[config.mk]
export PLATFORM = sky130hd
export DESIGN_NAME = imem_loader_flat
export DESIGN_NICKNAME = d
export VERILOG_FILES = /design/src/rtl/imem_loader_pkg.sv /design/src/rtl/imem_loader_if.sv /design/src/rtl/imem_byte_assembler.sv /design/src/rtl/imem_loader.sv /design/src/flat_wrapper.sv
export SDC_FILE = /design/constraint.sdc
export NUM_CORES = 1
export LEC_CHECK = 0
export BUFFER_PORTS_ARGS = -buffer_cell sky130_fd_sc_hd__clkbuf_2
export CELL_PAD_IN_SITES_DETAIL_PLACEMENT = 0
export CELL_PAD_IN_SITES_GLOBAL_PLACEMENT = 1
export CORE_MARGIN = 5
export CORE_UTILIZATION = 42
export DETAILED_ROUTE_END_ITERATION = 8
export HOLD_SLACK_MARGIN = 0.15
export PLACE_DENSITY_LB_ADDON = 0.1
export SYNTH_ARGS = -nofsm -noshare
export SYNTH_HDL_FRONTEND = slang
export SYNTH_SLANG_ARGS = --single-unit
[constraint.sdc]
create_clock -name clk -period 2.9 [get_ports clk]
set_input_delay 0.435 -clock clk [delete_from_list [all_inputs] [get_ports clk]]
set_output_delay 0.435 -clock clk [all_outputs]
set_load 0.05 [all_outputs]
[src/rtl/imem_loader_pkg.sv]
`default_nettype none
// ============================================================================
// Package  : imem_loader_pkg
// Brief    : Shared constants, state encodings and helpers for the
//            instruction-memory boot loader.
// Config   : IMEM_LOADER_CHECKSUM_EN (CHK state is encoded unconditionally)
// Revision : 1.0 - initial release
// ============================================================================
package imem_loader_pkg;

    // Default instruction-memory word-address width (DEPTH = 2**width)
    localparam int c_default_addr_width = 8;

    // Number of header bytes carrying the little-endian word count
    localparam int c_hdr_len = 2;

    // Loader state encoding
    localparam int c_state_w = 3;
    typedef logic [c_state_w-1:0] state_t;

    localparam state_t c_st_idle = 3'd0;
    localparam state_t c_st_hdr0 = 3'd1;
    localparam state_t c_st_hdr1 = 3'd2;
    localparam state_t c_st_data = 3'd3;
    localparam state_t c_st_fin  = 3'd4;
    localparam state_t c_st_chk  = 3'd5;
    localparam state_t c_st_done = 3'd6;

    // Memory depth in words, sized to compare against a 16-bit count
    function automatic logic [16:0] depth_words(input int aw);
        return 17'(1) << aw;
    endfunction

endpackage
`default_nettype wire

[src/rtl/imem_loader_if.sv]
`default_nettype none
// ============================================================================
// Interface: imem_loader_if
// Brief    : Byte-stream input handshake plus instruction-memory write bus.
//            'master' is the image source / memory side, 'slave' the loader.
// Revision : 1.0 - initial release
// ============================================================================
interface imem_loader_if
    import imem_loader_pkg::*;
#(
    parameter int ADDR_WIDTH = c_default_addr_width
);
    logic                  in_valid;
    logic [7:0]            in_data;
    logic                  in_ready;
    logic                  mem_we;
    logic [ADDR_WIDTH-1:0] mem_addr;
    logic [31:0]           mem_wdata;

    modport master (
        output in_valid,
        output in_data,
        input  in_ready,
        input  mem_we,
        input  mem_addr,
        input  mem_wdata
    );

    modport slave (
        input  in_valid,
        input  in_data,
        output in_ready,
        output mem_we,
        output mem_addr,
        output mem_wdata
    );
endinterface
`default_nettype wire

[src/rtl/imem_byte_assembler.sv]
`default_nettype none
// ============================================================================
// Module   : imem_byte_assembler
// Brief    : Packs four accepted bytes into a little-endian 32-bit word and
//            strobes once per completed word; optionally keeps a running XOR
//            of every header/data byte.
// Config   : IMEM_LOADER_CHECKSUM_EN adds the XOR accumulator ports.
// Revision : 1.0 - initial release
// ============================================================================
module imem_byte_assembler
    import imem_loader_pkg::*;
(
    input  logic        clk,
    input  logic        rst,
    input  logic        i_clear,
    input  logic        i_data_en,
    input  logic [7:0]  i_byte,
    output logic [31:0] o_word,
    output logic        o_word_valid,
    output logic        o_last_byte
`ifdef IMEM_LOADER_CHECKSUM_EN
    ,
    input  logic        i_acc_en,
    output logic [7:0]  o_acc
`endif
);

    logic [1:0]  r_idx;
    logic [31:0] r_word;
    logic        r_word_valid;

    // Byte slot selection, word assembly and one-cycle word-complete strobe
    always_ff @(posedge clk) begin
        if (rst) begin
            r_idx        <= 2'd0;
            r_word       <= 32'd0;
            r_word_valid <= 1'b0;
        end else begin
            r_word_valid <= i_data_en && (r_idx == 2'd3);
            if (i_clear) begin
                r_idx <= 2'd0;
            end else if (i_data_en) begin
                r_idx                        <= r_idx + 2'd1;
                r_word[{r_idx, 3'b000} +: 8] <= i_byte;
            end
        end
    end

    assign o_word       = r_word;
    assign o_word_valid = r_word_valid;
    assign o_last_byte  = (r_idx == 2'd3);

`ifdef IMEM_LOADER_CHECKSUM_EN
    logic [7:0] r_acc;

    // Running XOR over header and data bytes, restarted with each load
    always_ff @(posedge clk) begin
        if (rst) begin
            r_acc <= 8'd0;
        end else if (i_clear) begin
            r_acc <= 8'd0;
        end else if (i_acc_en) begin
            r_acc <= r_acc ^ i_byte;
        end
    end

    assign o_acc = r_acc;
`endif

endmodule
`default_nettype wire

[src/rtl/imem_loader.sv]
`default_nettype none
// ============================================================================
// Module   : imem_loader
// Brief    : Boot-time program loader. Parses a 16-bit little-endian word
//            count, assembles little-endian instructions from a byte stream,
//            writes them to consecutive instruction-memory words and holds the
//            core in reset until the image has loaded successfully.
// Config   : IMEM_LOADER_CHECKSUM_EN - trailing XOR checksum byte (CHK state).
// Revision : 1.0 - initial release
// ============================================================================
module imem_loader
    import imem_loader_pkg::*;
#(
    parameter int ADDR_WIDTH = c_default_addr_width
) (
    input  logic         clk,
    input  logic         reset,
    input  logic         start,
    imem_loader_if.slave bus,
    output logic         core_reset,
    output logic         busy,
    output logic         done,
    output logic         error
);

    localparam logic [16:0] c_depth = depth_words(ADDR_WIDTH);

    // State that follows the last data word (or an empty image)
`ifdef IMEM_LOADER_CHECKSUM_EN
    localparam state_t c_st_tail = c_st_chk;
`else
    localparam state_t c_st_tail = c_st_fin;
`endif

    state_t      r_state;
    state_t      w_next;
    logic [15:0] r_count;
    logic [16:0] r_word_idx;
    logic        r_error;

    logic        w_accept;
    logic        w_start_load;
    logic [16:0] w_count_new;
    logic        w_oversize;
    logic        w_empty;
    logic        w_last_word;
    logic        w_last_byte;
    logic        w_data_en;
    logic        w_word_valid;
    logic [31:0] w_word;
`ifdef IMEM_LOADER_CHECKSUM_EN
    logic        w_acc_en;
    logic [7:0]  w_acc;
`endif

    assign w_accept     = bus.in_valid && bus.in_ready;
    // start only matters when no load is in progress
    assign w_start_load = start && ((r_state == c_st_idle) || (r_state == c_st_done));
    // Full count as it will be once the high header byte lands
    assign w_count_new  = {1'b0, bus.in_data, r_count[7:0]};
    assign w_oversize   = (w_count_new > c_depth);
    assign w_empty      = (w_count_new == 17'd0);
    // Index has not yet advanced for the word whose 4th byte is arriving
    assign w_last_word  = ((r_word_idx + 17'd1) == {1'b0, r_count});
    assign w_data_en    = w_accept && (r_state == c_st_data);
`ifdef IMEM_LOADER_CHECKSUM_EN
    assign w_acc_en     = w_accept && ((r_state == c_st_hdr0) ||
                                       (r_state == c_st_hdr1) ||
                                       (r_state == c_st_data));
`endif

    imem_byte_assembler u_asm (
        .clk          (clk),
        .rst          (reset),
        .i_clear      (w_start_load),
        .i_data_en    (w_data_en),
        .i_byte       (bus.in_data),
        .o_word       (w_word),
        .o_word_valid (w_word_valid),
        .o_last_byte  (w_last_byte)
`ifdef IMEM_LOADER_CHECKSUM_EN
        ,
        .i_acc_en     (w_acc_en),
        .o_acc        (w_acc)
`endif
    );

    // State register
    always_ff @(posedge clk) begin
        if (reset) begin
            r_state <= c_st_idle;
        end else begin
            r_state <= w_next;
        end
    end

    // Next-state decode
    always_comb begin
        w_next = r_state;
        case (r_state)
            c_st_idle: begin
                if (start) begin
                    w_next = c_st_hdr0;
                end
            end
            c_st_hdr0: begin
                if (w_accept) begin
                    w_next = c_st_hdr1;
                end
            end
            c_st_hdr1: begin
                if (w_accept) begin
                    if (w_oversize) begin
                        w_next = c_st_done;
                    end else if (w_empty) begin
                        w_next = c_st_tail;
                    end else begin
                        w_next = c_st_data;
                    end
                end
            end
            c_st_data: begin
                if (w_accept && w_last_byte && w_last_word) begin
                    w_next = c_st_tail;
                end
            end
            c_st_fin: begin
                w_next = c_st_done;
            end
            c_st_chk: begin
                if (w_accept) begin
                    w_next = c_st_done;
                end
            end
            c_st_done: begin
                if (start) begin
                    w_next = c_st_hdr0;
                end
            end
            default: begin
                w_next = c_st_idle;
            end
        endcase
    end

    // State-derived handshake and status outputs
    always_comb begin
        bus.in_ready = 1'b0;
        busy         = 1'b0;
        done         = 1'b0;
        core_reset   = 1'b1;
        case (r_state)
            c_st_hdr0, c_st_hdr1, c_st_data, c_st_chk: begin
                bus.in_ready = 1'b1;
                busy         = 1'b1;
            end
            c_st_fin: begin
                busy = 1'b1;
            end
            c_st_done: begin
                done       = 1'b1;
                core_reset = r_error;
            end
            default: begin
                bus.in_ready = 1'b0;
            end
        endcase
    end

    // Header capture of the word count
    always_ff @(posedge clk) begin
        if (reset) begin
            r_count <= 16'd0;
        end else if (w_accept && (r_state == c_st_hdr0)) begin
            r_count[7:0] <= bus.in_data;
        end else if (w_accept && (r_state == c_st_hdr1)) begin
            r_count[15:8] <= bus.in_data;
        end
    end

    // Word index: advances on each memory write, restarts with each load
    always_ff @(posedge clk) begin
        if (reset) begin
            r_word_idx <= 17'd0;
        end else if (w_start_load) begin
            r_word_idx <= 17'd0;
        end else if (w_word_valid) begin
            r_word_idx <= r_word_idx + 17'd1;
        end
    end

    // Sticky error flag: oversize count, or checksum mismatch when enabled
    always_ff @(posedge clk) begin
        if (reset) begin
            r_error <= 1'b0;
        end else if (w_start_load) begin
            r_error <= 1'b0;
        end else if (w_accept && (r_state == c_st_hdr1) && w_oversize) begin
            r_error <= 1'b1;
`ifdef IMEM_LOADER_CHECKSUM_EN
        end else if (w_accept && (r_state == c_st_chk) && (bus.in_data != w_acc)) begin
            r_error <= 1'b1;
`endif
        end
    end

    assign error         = r_error;
    assign bus.mem_we    = w_word_valid;
    assign bus.mem_addr  = r_word_idx[ADDR_WIDTH-1:0];
    assign bus.mem_wdata = w_word;

endmodule
`default_nettype wire

[src/flat_wrapper.sv]
// flat-port wrapper written by rule: the top's interface ports become plain ports
module imem_loader_flat import imem_loader_pkg::*;
#(
    parameter int ADDR_WIDTH = c_default_addr_width
)
  (clk, reset, start, core_reset, busy, done, error, bus_in_valid, bus_in_data, bus_in_ready, bus_mem_we, bus_mem_addr, bus_mem_wdata);
  imem_loader_if #(.ADDR_WIDTH(ADDR_WIDTH)) bus_i ();
  input  logic clk;
  input  logic reset;
  input  logic start;
  output logic core_reset;
  output logic busy;
  output logic done;
  output logic error;
  input wire logic [$bits(bus_i.in_valid)-1:0] bus_in_valid;
  input wire logic [$bits(bus_i.in_data)-1:0] bus_in_data;
  output wire logic [$bits(bus_i.in_ready)-1:0] bus_in_ready;
  output wire logic [$bits(bus_i.mem_we)-1:0] bus_mem_we;
  output wire logic [$bits(bus_i.mem_addr)-1:0] bus_mem_addr;
  output wire logic [$bits(bus_i.mem_wdata)-1:0] bus_mem_wdata;
  assign bus_i.in_valid = bus_in_valid;
  assign bus_i.in_data = bus_in_data;
  assign bus_in_ready = bus_i.in_ready;
  assign bus_mem_we = bus_i.mem_we;
  assign bus_mem_addr = bus_i.mem_addr;
  assign bus_mem_wdata = bus_i.mem_wdata;
  imem_loader #(.ADDR_WIDTH(ADDR_WIDTH)) u_core (.clk(clk), .reset(reset), .start(start), .bus(bus_i), .core_reset(core_reset), .busy(busy), .done(done), .error(error));
endmodule
# After elaboration in Yosys (flattened, before gate mapping)
# Index checks and enable logic that the tools add are counted.
# W data, S select, Z words.
totals:
  ff_bits: 72
  in_bits: 12
  out_inout_bits: 46
classes:
  addsub: 3
  n_lt_le_gt_ge: 1
  n_eq_ne: 13
  shifts: 2
  mux: 13
  bitwise_logic: 2
  n_reduce_logical: 19
op_table:
  columns: ["op", "n"]
  rows:
  - ["$bwmux W32", 1]
  - ["$shift A8 B7 Y32 const A", 1]
  - ["$shiftx A8 B7 Y32", 1]
  - ["$mux W3", 7]
  - ["$pmux W3 S6", 1]
  - ["$add A17 B1 Y17 const B", 1]
  - ["$eq A17 B16 Y1", 1]
  - ["$logic_not A17 Y1", 1]
  - ["$gt A16 B9 Y1 const B", 1]
  - ["$eq A3 B3 Y1 const B", 3]
  - ["$logic_and A1 B1 Y1", 9]
  - ["$ne A2 B1 Y1 const B", 4]
  - ["$neg A5 Y7", 1]
  - ["$eq A3 B2 Y1 const B", 2]
  - ["$reduce_and A5 Y1", 1]
  - ["$reduce_or A5 Y1", 1]
  - ["$mux W1", 4]
  - ["$reduce_and A2 Y1", 2]
  - ["$reduce_or A2 Y1", 2]
  - ["$reduce_or A4 Y1", 1]
  - ["$eq A3 B1 Y1 const B", 1]
  - ["$logic_not A3 Y1", 1]
  - ["$add A2 B1 Y2 const B", 1]
  - ["$eq A2 B2 Y1 const B", 1]
  - ["3 further kinds", 4]

# Depth between registers and ports, before layout
# Gate-level depths: netlist (run 1).
depth:
  ltp_word: 8
  depth_mapped: 9
  depth_no_buf: 8

# By module
# From an unflattened synthesis (run 1), not the netlist that was laid out.
hier_totals:
  cells_unflattened: 427
  area_unflattened_um2: 3747.3
modules_own_cells:
  columns: ["mod", "n_inst", "cells_each", "area_each_um2", "seq_area_each_um2"]
  rows:
  - ["imem_loader", 1, 296, 2394.8, 740.7]
  - ["imem_byte_assembler", 1, 131, 1352.5, 700.7]

# Worst setup path after synthesis (run 1)
# No wires, ideal clock.
synth_path:
  path_type: "register -> register"
  startpoint: "reg u_core.r_word_idx[0]"
  endpoint: "reg u_core.r_state[0]"
  setup_ps: 133
  arrival_ps: 2002
  required_ps: 2767
  setup_slack_ps: 764
  stages_incl_launch_ff: 9
  n_path_buf: 0
  cell_sequence: "dfxtp_1 > ha_1 > nand4_2 > or4_1 > o21a_1 > o21ai_0 > a21oi_1 > o31ai_2 > a221oi_1"
synth_via:
  elab_chain_cells: 5
synth_rtl:
  columns: ["item", "line_no", "text"]
  rows:
  - ["start, declared", "imem_loader.sv:38", "logic [16:0] r_word_idx;"]
  - ["start signal, assigned", "imem_loader.sv:188", "r_word_idx <= r_word_idx + 17'd1;"]
  - ["$add A17 B1 Y17", "imem_loader.sv:64", "assign w_last_word = ((r_word_idx + 17'd1) == {1'b0, r_count});"]
  - ["$eq A17 B16 Y1", "imem_loader.sv:64", null]
  - ["$logic_and A1 B1 Y1", "imem_loader.sv:123", "if (w_accept && w_last_byte && w_last_word) begin"]
  - ["$ne A2 B2 Y1 (no line)", null, null]
  - ["$reduce_and A5 Y1 (no line)", null, null]
  - ["end signal, assigned", "imem_loader.sv:91", "r_state <= c_st_idle;"]
  - ["end signal, assigned", "imem_loader.sv:93", "r_state <= w_next;"]
  - ["end, declared", "imem_loader.sv:35", "state_t r_state;"]
# Every way passes these cells.
# A chain may end at the register's enable or synchronous reset.

# Worst setup path in the final report (run 1)
# Same ends and word-level chain as after synthesis.

==> results.json, run 1 <==
{
  "rows": 34,
  "avgViaCountPerCell": 5.38,
  "syn_inst": 462,
  "hold_end": "u_core.u_asm.o_word[1]",
  "htree_levels": 3,
  "power_leakage_nw": 1.54,
  "clk_latency_ns": 0.35,
  "yosys.area.top_type": "dfxtp_1",
  "first_iter_violations": 227,
  "critPathCaptureType": "flip-flop",
  "synth_fa_ha_area_share_pct": 2.29,
  "power_per_cell_area_mw_per_mm2": 628,
  "dp_cells": 598,
  "first_pass_iters": 4,
  "wl_mm": 9.78,
  "power_mw": 2.65,
  "postCtsSetupBuffers": 0,
  "synth_compound_area_share_pct": 13.2,
  "min_path_type": "reg -> reg",
  "dieArea_mm2": 0.0108,
  "cts_tree": "built",
  "cts_sinks": 72,
  "holdBufCountCts": 0,
  "period_needed_ns": 2.46,
  "synth.ff_latch_count": 72,
  "worstHoldPathCells": 2,
  "grt_antenna_before_repair": 0,
  "synth_top_family_by_area": "simple AND/OR/NAND/NOR gates",
  "synth_ff_type": "dfxtp_1",
  "post-route-period-util_pct": 85.0,
  "whs_ns": 0.455,
  "grt_pass1_wl_mm": 16.3,
  "dp_hpwl_mm": 6.85,
  "crit_required_ns": 3.09,
  "hold_path.startpoint": "u_core.u_asm.o_word[1]",
  "synth_edf_count": 0,
  "synth_area_mm2": 0.00371,
  "num_vias": 3303,
  "gr-usage-all-layers_pct": 18.0,
  "finalWeightedCongestion": 0.889,
  "layout-drive-gt1-share_pct": 18.4,
  "wire_per_inst_um": 15.9,
  "fp.dieH_um": 104,
  "drc": 0,
  "worstSetupStartpointType": "flip-flop",
  "fmax_ghz": 0.406,
  "syn2layout_area_growth_pct": 13.8,
  "synthDistinctLibCells": 55,
  "rsz0062_at_grt": "no",
  "status": "finished, final reports clean",
  "muxShareOfSynthArea_pct": 2.70,
  "maxSlewHeadroom_pct": 47.2,
  "fillCellCount": 884,
  "cp-startpoint": "u_core.r_word_idx[0]",
  "grt_pass1_vias": 3225,
  "reg2regPathDepth": 8,
  "grt_max_degree": 53,
  "fin_tns_setup_ns": 0,
  "crit_fanout": 6,
  "start_util_pct": 42.8,
  "synth.avg_cell_area_um2": 8.04,
  "r2r-end": "u_core.r_state[0]",
  "io_buffers": 57,
  "synth-seq-area-share_pct": 38.8,
  "finClkSkew_ns": 0.0140,
  "r2r_slack_ns": 0.44,
  "core_mm2": 0.00868,
  "finalSetupViolCount": 0,
  "cts_resized": 0,
  "synthArstFlopShare_pct": 0,
  "drtAntennaViolNets": 0,
  "cts.clk_slew.worst_paths_ns": 0.08,
  "yosysWarnings": 0,
  "rr_startpoint": "u_core.r_word_idx[0]",
  "layout.cells.non_filler": 614,
  "worstMarginPinSlew_ns": 0.786,
  "grt_overflow": 0,
  "root_buffer": "clkbuf_8",
  "die_x_um": 104,
  "ios": 58,
  "yosys.area_share.simple_pct": 28.9,
  "diodes": 0,
  "hold_viol": 0,
  "drv_slew": 0,
  "syn-num-nets": 480,
  "synthXorXnorAreaFrac_pct": 8.25,
  "synth.area.top_cells": "dfxtp_1 (39%), nand2_1 (7.0%), a21oi_1 (6.9%), nand3_1 (6.2%), xnor2_1 (5.4%)",
  "critical_path_arrival_ns": 2.66,
  "clockBufferDepth": 2,
  "drv_cap": 0,
  "cts-buffers-inserted": 9,
  "yosysTopAreaCellShare_pct": 38.8,
  "worst_ir_drop_vdd_v": 0.000328,
  "crit_type": "reg -> reg",
  "layout.nets": 519
}
==> metal layers <==
metal | part of all wire, % | global-route usage (%) | wire length, µm | vias to the layer above
li1 | - | - | - | 1673
met1 | 46 | 23.1 | 4470 | 1542
met2 | 48 | 30.2 | 4720 | 77
met3 | 4.7 | 4.53 | 456 | 11
met4 | 1.4 | 4.26 | 136 | 0
met5 | 0 | 0 | 0 | -
==> sequential cells by signal, summed over array words and instances, names as in the netlist <==
signal	cells
u_core.error	1
u_core.r_count	16
u_core.r_state	3
u_core.r_word_idx	17
u_core.u_asm.o_word	32
u_core.u_asm.o_word_valid	1
u_core.u_asm.r_idx	2
==> worst max path at each step <==
| stage | to | cells past startpoint |
|---|---|---|
| 2_1_floorplan | u_core.r_state[0] | 8 |
| 3_3_place_gp | u_core.r_state[0] | 8 |
| 3_5_place_dp | u_core.r_state[0] | 8 |
| 4_1_cts | u_core.r_state[0] | 8 |
| 5_1_grt | u_core.r_state[0] | 8 |
| 6_report | u_core.r_state[0] | 8 |
==> per-stage QoR <==
stage | util (%) | setup WS (ns) | area (µm²)
floorplan | - | 0.764 | 3710
global placement | 46.2 | 0.518 | 4010
detailed placement | 46.2 | 0.445 | 4010
CTS | 48.7 | 0.410 | 4230
global route | 48.7 | 0.242 | 4230
finish | 48.7 | 0.436 | 4230
==> cell families after synthesis <==
group	Yosys count
flip-flops	72
multiplexers	10
AO/OA/AOI/OAI	81
XOR/XNOR	35
buffers and inverters	45
AND/OR/NAND/NOR	212
adder cells (fa/ha/maj)	7
==> cells in the mapped netlist, types with 2 or more instances <==
| cell type | count |
|---|---|
| a211o_1 | 2 |
| a21oi_1 | 51 |
| a31oi_1 | 4 |
| and2_1 | 6 |
| and3_1 | 5 |
| and4_1 | 2 |
| buf_1 | 3 |
| buf_2 | 7 |
| buf_4 | 10 |
| clkbuf_1 | 16 |
| dfxtp_1 | 72 |
| ha_1 | 6 |
| inv_1 | 8 |
| mux2i_1 | 10 |
| nand2_1 | 69 |
| nand2b_1 | 7 |
| nand3_1 | 46 |
| nand3_2 | 2 |
| nand4_1 | 5 |
| nand4_2 | 2 |
| nor2_1 | 40 |
| nor2b_1 | 3 |
| nor3_1 | 6 |
| nor3b_1 | 3 |
| nor4_1 | 5 |
| o21ai_0 | 8 |
| o31ai_1 | 2 |
| or4_1 | 2 |
| xnor2_1 | 23 |
| xor2_1 | 12 |
==> worst max-delay path: stages (launching register included) <==
cell and delay, ns:
dfxtp_1 0.45, ha_1 0.29, nand4_2 0.22, or4_1 0.51
o21a_1 0.19, o21ai_0 0.13, a21oi_1 0.09, o31ai_2 0.30
a221oi_1 0.12
==> layout by cell type, fill, tap and decap left out, types with 2 or more instances in the layout <==
cell / Yosys / final
or4_1: 2 / 2
nand3_2: 2 / 2
nor3_1: 6 / 6
nand3_1: 46 / 46
clkbuf_8: 0 / 9
bufinv_16: 0 / 2
nor2_1: 40 / 40
buf_4: 10 / 7
clkbuf_2: 0 / 57
xor2_1: 12 / 12
and3_1: 5 / 5
o31ai_1: 2 / 2
a21oi_1: 51 / 51
nor3b_1: 3 / 3
a211o_1: 2 / 2
o21ai_0: 8 / 8
xnor2_1: 23 / 23
ha_1: 6 / 6
dfxtp_1: 72 / 72
nand4_1: 5 / 5
nand2b_1: 7 / 7
and2_1: 6 / 6
nor2b_1: 3 / 3
clkinvlp_4: 0 / 2
mux2i_1: 10 / 10
nand2_1: 69 / 69
and4_1: 2 / 2
nand4_2: 2 / 2
inv_1: 8 / 8
nor4_1: 5 / 5
a31oi_1: 4 / 4
==> power by group <==
group / internal, mW / switching, mW / total (mW) / leakage (nW)
combinational: 0.214 / 0.418 / 0.633 / 0.852
sequential: 1.04 / 0.0833 / 1.13 / 0.581
clock: 0.489 / 0.404 / 0.893 / 0.103
==> layout make-up <==
cell class              instances  area [µm²]  share of cell area [%]
flip-flops and latches         72        1440                    34.1
clock inverters                 6        92.6                    2.19
clock buffers                  10         128                    3.02
well taps                     108         135                    3.20
multi-input cells             345        2060                    48.7
repair buffers                 64         338                    8.00
inverters                       9        33.8                   0.800
(Power assumes the default switching activity.)
==> run 2, diff against run 1 <==
--- a/config.mk
+++ b/config.mk
@@ -5,11 +5,12 @@
 export SDC_FILE = /design/constraint.sdc
 export NUM_CORES = 1
 export LEC_CHECK = 0
+export ABC_AREA = 1
 export BUFFER_PORTS_ARGS = -buffer_cell sky130_fd_sc_hd__clkbuf_2
 export CELL_PAD_IN_SITES_DETAIL_PLACEMENT = 0
 export CELL_PAD_IN_SITES_GLOBAL_PLACEMENT = 1
 export CORE_MARGIN = 5
-export CORE_UTILIZATION = 42
+export CORE_UTILIZATION = 36
 export DETAILED_ROUTE_END_ITERATION = 8
 export HOLD_SLACK_MARGIN = 0.15
 export PLACE_DENSITY_LB_ADDON = 0.1
==> constraint.sdc (replaced) <==
create_clock -name clk -period 2.05 [get_ports clk]
set_input_delay 0.3075 -clock clk [delete_from_list [all_inputs] [get_ports clk]]
set_output_delay 0.3075 -clock clk [all_outputs]
set_load 0.05 [all_outputs]
==> results.json, run 2 <==
{
  "status": "finished, final reports clean",
  "p_sw_share_pct": 34.0,
  "seqCellArea_mm2": 0.00145,
  "dp_hpwl_mm": 8.44,
  "grt_pass1_vias": 3628,
  "largest_reg_flops": 32,
  "ios": 58,
  "finalSetupViolCount": 0,
  "synth.area.top_cells": "dfxtp_1 (39%), nand2_1 (11%), o21ai_0 (7.6%), inv_1 (7.2%), a21oi_1 (6.2%)",
  "grt_use_met3_pct": 3.26,
  "num_vias": 3737,
  "synth_edf_count": 0,
  "core_mm2": 0.0102,
  "layout_common_cells": "nand2_1 (109), inv_1 (70), dfxtp_1 (65)",
  "yosysTopAreaCellShare_pct": 38.6,
  "period_needed_ns": 2.02,
  "grt_pass1_wl_mm": 18.2,
  "io_buffers": 57,
  "busiest_layer": "met2",
  "dp_cells": 747,
  "holdBufCountCts": 0,
  "gr-usage-all-layers_pct": 17.9,
  "diodes": 0,
  "worst_ir_drop_vdd_v": 0.000364,
  "final_util_pct": 45.3,
  "cp_slowest_stage_delay_ns": 0.42,
  "met2_usage_pct": 30.7,
  "clock_power_share_pct": 33.5,
  "root_buffer": "clkbuf_8",
  "power_per_cell_area_mw_per_mm2": 836,
  "fp.dieH_um": 112,
  "critPathBufInv": 2,
  "first_pass_iters": 4,
  "synth_ff_type": "dfxtp_1",
  "min_path_type": "in -> reg",
  "cts.clk_slew.worst_paths_ns": 0.08,
  "wl_mm": 11.0,
  "grt_overflow": 0,
  "cts_tree": "built",
  "start_util_pct": 36.5,
  "layout-drive-gt1-share_pct": 22.3,
  "clockBufferDepth": 2,
  "syn_inst": 552,
  "avgViaCountPerCell": 4.87,
  "path_cells": "nand2_1, nor2_4, buf_4, nand3_2, nand2_2, nand2_2, nand2_1, nand2_1, nor2_1, nand2_1, nor2_1, nand2_1, nand2_2, nand2_1, o21ai_1, inv_1",
  "synthDistinctLibCells": 31,
  "hold_viol": 0,
  "crit_path_frequent_cell": "nand2_1",
  "layout_setup_ws_ns": 0.0281,
  "crit_required_ns": 2.29,
  "yosysWarnings": 0,
  "die_x_um": 112,
  "worst_path_max_delay_cell": "dfxtp_1",
  "synth.avg_cell_area_um2": 6.76,
  "finClkSkew_ns": 0.00868,
  "htree_levels": 3,
  "synthArstFlopShare_pct": 0,
  "net-switching-power_mw": 1.32,
  "fin_tns_setup_ns": 0,
  "syn2layout_area_growth_pct": 24.1,
  "p_int_mw": 2.55,
  "synth_area_mm2": 0.00373,
  "fmax_ghz": 0.495,
  "mostFrequentLayoutCell": "nand2_1",
  "first_iter_violations": 197,
  "multi_input_area_mm2": 0.00198,
  "critical_path_arrival_ns": 2.26,
  "syn-num-nets": 570,
  "worstMarginPinSlew_ns": 0.638,
  "pwr-share-seq_pct": 41.0,
  "worstSetupStartpointType": "flip-flop",
  "clk_latency_ns": 0.34,
  "ys_top_cells_by_count": "nand2_1 (114), dfxtp_1 (72), inv_1 (72)",
  "layout.cells.non_filler": 767,
  "finalWeightedCongestion": 0.834,
  "power_leakage_nw": 2.16,
  "yosys.area.top_type": "dfxtp_1",
  "post-route-period-util_pct": 98.6,
  "pwr-share-comb_pct": 25.5,
  "crit_type": "reg -> reg",
  "crit_fanout": 6,
  "dieArea_mm2": 0.0125,
  "synth-seq-area-share_pct": 38.6,
  "grtUsageMet1_pct": 23.2,
  "synth.most_common_cell": "nand2_1",
  "cts-buffers-inserted": 9,
  "drtAntennaViolNets": 0,
  "dp_worst_setup_slack_ns": -0.0286,
  "rsz0062_at_grt": "yes",
  "cp_top_family": "simple AND/OR/NAND/NOR gates",
  "synth.ff_latch_count": 72,
  "maxSlewHeadroom_pct": 57.4,
  "drv_cap": 0,
  "critPathCaptureType": "flip-flop",
  "grt_max_degree": 26,
  "grt_antenna_before_repair": 0,
  "wire_per_inst_um": 14.3,
  "drc": 0,
  "fillCellCount": 1103,
  "cts_sinks": 72,
  "drv_slew": 0,
  "rows": 37,
  "layout.nets": 644
}
[run 2: cell types whose count changed after synthesis, sizes merged, moves of 7 or more]
cell,before,now
o21ai,9,59
inv,9,72
o211a,0,12
xnor2,23,0
nand2b,7,0
nor2,40,61
buf,20,11
xor2,12,2
mux2i,10,0
nand2,70,117
[run 2: power by group through the flow]
stage          registers [mW]  clock network (mW)  logic (mW)
6_report                 1.59                1.30       0.988
3_5_place_dp             1.62                   0       0.972
3_3_place_gp             1.62                   0       0.973
2_1_floorplan            1.65                   0       0.637
4_1_cts                  1.59                1.33       0.976
5_1_grt                  1.60                1.41        1.10
[run 2: cell type report]
type / count / area share [%]
well taps: 136 / 3.67
flip-flops and latches: 72 / 31.3
clock inverters: 5 / 1.70
repair buffers: 86 / 11.2
inverters: 74 / 6.08
multi-input cells: 383 / 42.8
clock buffers: 11 / 3.27
[run 2: through the flow]
step	cell area, µm²	power [mW]	hold WS (ns)
finish	4630	3.87	0.268
global route	4630	4.11	0.255
CTS	4540	3.90	0.232
detailed placement	4270	2.59	0.463
global placement	4270	2.59	0.465
floorplan	3740	2.29	0.450
[run 2: path summary, 6_finish.rpt]
| path | end | cells after the start | slack, ns | start |
|---|---|---|---|---|
| max | u_core.r_state[0] | 16 | 0.03 | u_core.r_word_idx[7] |
| min | u_core.r_count[12] | 3 | 0.27 | bus_in_data[4] |
| max reg2reg | u_core.r_state[0] | 16 | 0.03 | u_core.r_word_idx[7] |
| min reg2reg | u_core.u_asm.o_word[12] | 2 | 0.48 | u_core.u_asm.o_word[12] |
[run 2: metal layers]
metal	part of all wire, %	vias up
met5	0	-
met4	0.34	0
met3	3.1	2
met2	49	62
met1	48	1718
li1	-	1955
[run 2: worst reg2reg max path: stages (launching register included)]
cell     delay (ns)
dfxtp_1        0.42
nand2_1        0.14
nor2_4         0.17
buf_4          0.15
nand3_2        0.08
nand2_2        0.08
nand2_2        0.05
nand2_1        0.06
nand2_1        0.05
nor2_1         0.10
nand2_1        0.06
nor2_1         0.12
nand2_1        0.10
nand2_2        0.11
nand2_1        0.06
o21ai_1        0.13
inv_1          0.05
[run 2: what timing repair did]
action                     in CTS  in global routing
pin swaps                       4                 16
setup endpoints to repair       1                  9
gates resized for setup         9                 27
hold endpoints to repair        0                  0
buffers inserted                1                  3
[run 2: cell families after synthesis]
group / share of synthesized area, %
AO/OA/AOI/OAI: 18.4
XOR/XNOR: 1.07
adder cells (fa/ha/maj): 2.01
buffers and inverters: 10.7
flip-flops: 38.6
AND/OR/NAND/NOR: 29.2
==> run 3, diff against run 2 <==
--- a/config.mk
+++ b/config.mk
@@ -7,13 +7,11 @@
 export LEC_CHECK = 0
 export ABC_AREA = 1
 export BUFFER_PORTS_ARGS = -buffer_cell sky130_fd_sc_hd__clkbuf_2
-export CELL_PAD_IN_SITES_DETAIL_PLACEMENT = 0
-export CELL_PAD_IN_SITES_GLOBAL_PLACEMENT = 1
 export CORE_MARGIN = 5
-export CORE_UTILIZATION = 36
+export CORE_UTILIZATION = 46
 export DETAILED_ROUTE_END_ITERATION = 8
 export HOLD_SLACK_MARGIN = 0.15
-export PLACE_DENSITY_LB_ADDON = 0.1
+export PLACE_DENSITY = 0.67
 export SYNTH_ARGS = -nofsm -noshare
 export SYNTH_HDL_FRONTEND = slang
 export SYNTH_SLANG_ARGS = --single-unit
==> constraint.sdc (replaced) <==
create_clock -name clk -period 2.3 [get_ports clk]
set_input_delay 0.345 -clock clk [delete_from_list [all_inputs] [get_ports clk]]
set_output_delay 0.345 -clock clk [all_outputs]
set_load 0.05 [all_outputs]
==> results.json, run 3 (synthesis gave the netlist of run 2 again) <==
{
  "finalWeightedCongestion": 0.896,
  "rows": 32,
  "dieArea_mm2": 0.0100,
  "layout_common_cells": "nand2_1 (114), inv_1 (72), dfxtp_1 (70)",
  "finalSetupViolCount": 0,
  "drtAntennaViolNets": 0,
  "worstSetupStartpointType": "flip-flop",
  "syn2layout_area_growth_pct": 15.7,
  "status": "finished, final reports clean",
  "hold_viol": 0,
  "core_mm2": 0.00781,
  "cp-startpoint": "u_core.r_word_idx[0]",
  "io_buffers": 57,
  "clk_latency_ns": 0.36,
  "worstMarginPinSlew_ns": 0.575,
  "start_util_pct": 47.8,
  "cts_tree": "built",
  "maxSlewHeadroom_pct": 61.6,
  "num_vias": 3731,
  "critical_path_arrival_ns": 2.31,
  "cts_sinks": 72,
  "grt_max_degree": 23,
  "ios": 58,
  "min_path_type": "in -> reg",
  "clockBufferDepth": 2,
  "drv_cap": 0,
  "drv_slew": 0,
  "power_per_cell_area_mw_per_mm2": 759,
  "r2r_slack_ns": 0.25,
  "power_mw": 3.28,
  "htree_levels": 3,
  "gr-usage-all-layers_pct": 20.0,
  "power_leakage_nw": 2.01,
  "avgViaCountPerCell": 5.23,
  "whs_ns": 0.306,
  "crit_end": "u_core.r_state[0]",
  "multi_input_area_mm2": 0.00190,
  "worst_ir_drop_vdd_v": 0.000372,
  "layout.nets": 625,
  "die_x_um": 100,
  "crit_fanout": 7,
  "fin_tns_setup_ns": 0,
  "critPathCaptureType": "flip-flop",
  "wire_per_inst_um": 13.6,
  "root_buffer": "clkbuf_8",
  "grt_overflow": 0,
  "layout-drive-gt1-share_pct": 15.8,
  "layout_setup_ws_ns": 0.245,
  "rsz0062_at_grt": "no",
  "grt_pass1_wl_mm": 16.2,
  "holdBufCountCts": 0,
  "cts-buffers-inserted": 9,
  "dp_worst_setup_slack_ns": 0.183,
  "placed_cell_area_mm2": 0.00410,
  "finClkSkew_ns": 0.00684,
  "reg2regPathDepth": 16,
  "grt_pass1_vias": 3497,
  "mostFrequentLayoutCell": "nand2_1",
  "diodes": 0,
  "wl_mm": 9.71,
  "first_iter_violations": 144,
  "cts.clk_slew.worst_paths_ns": 0.08,
  "postLayoutCellArea_mm2": 0.00432,
  "dp_cells": 697,
  "fmax_ghz": 0.487,
  "grt_antenna_before_repair": 0,
  "drc": 0,
  "post-route-period-util_pct": 89.3,
  "first_pass_iters": 5,
  "rr_startpoint": "u_core.r_word_idx[0]",
  "r2r-end": "u_core.r_state[0]",
  "largest_reg_flops": 32,
  "layout.cells.non_filler": 714,
  "fp.dieH_um": 100,
  "period_needed_ns": 2.05,
  "final_util_pct": 55.3,
  "seqCellArea_mm2": 0.00145,
  "crit_type": "reg -> reg",
  "dp_hpwl_mm": 7.33,
  "fillCellCount": 778,
  "crit_required_ns": 2.55
}
run 3: cell count changes in the layout (fill, tap and decap cells not counted), moves of 5 or more:
cell,delta
nor2_2,-5
dfxtp_2,-6
buf_4,-17
nor2_1,+8
nand2_1,+5
dfxtp_1,+5
run 3: report_power, final:
part	leakage, nW	switching [mW]	total, mW	internal [mW]
registers	0.583	0.0710	1.41	1.34
logic	1.33	0.581	0.825	0.245
clock network	0.0989	0.509	1.04	0.534
total	2.01	1.16	3.28	2.12
run 3: how the worst min path moves through the flow:
stage                     depth (start not counted)  slack, ns                     from                       to
final                                             3       0.31           bus_in_data[6]   u_core.u_asm.o_word[6]
after CTS                                         3       0.30           bus_in_data[6]   u_core.u_asm.o_word[6]
after global placement                            2       0.46  u_core.u_asm.o_word[10]  u_core.u_asm.o_word[10]
after floorplan                                   2       0.46        u_core.r_count[1]        u_core.r_count[1]
after global routing                              3       0.31           bus_in_data[7]   u_core.u_asm.o_word[7]
after detailed placement                          2       0.46  u_core.u_asm.o_word[10]  u_core.u_asm.o_word[10]
run 3: area by class of cell:
type                       instances  area share [%]
clock inverter                     6            1.56
clock buffer                      10            3.19
inverter                          74            6.43
timing repair buffer              67            8.35
multi-input combinational        383            44.0
sequential                        72            33.5
tap                              102            2.96
run 3: per-layer routing:
metal  up-vias  GRT usage (%)  share of wire (%)  routed length [µm]
met5         -              0                  0                   0
met4         0           9.43                2.7                 263
met3        25           4.45                5.3                 516
met2       101           32.5                 45                4370
met1      1689           25.4                 47                4560
li1       1916              -                  -                   -
run 3: worst max-delay path, stage by stage (launching register included):
cell and delay, ns:
dfxtp_4 0.39, ha_2 0.20, nand2_2 0.10, nor2_4 0.22
nand2_2 0.10, inv_1 0.08, nand2_1 0.06, nand2_1 0.06
nand2_1 0.06, nor2_1 0.10, nand3_1 0.10, nor2_1 0.10
nand2_1 0.08, nand2_2 0.09, nand2_1 0.06, o21ai_1 0.11
inv_1 0.04
run 3: repair_timing:
item	4_1_cts	5_1_grt
resized for setup	0	4
setup endpoints to repair	0	3
buffers inserted	0	1
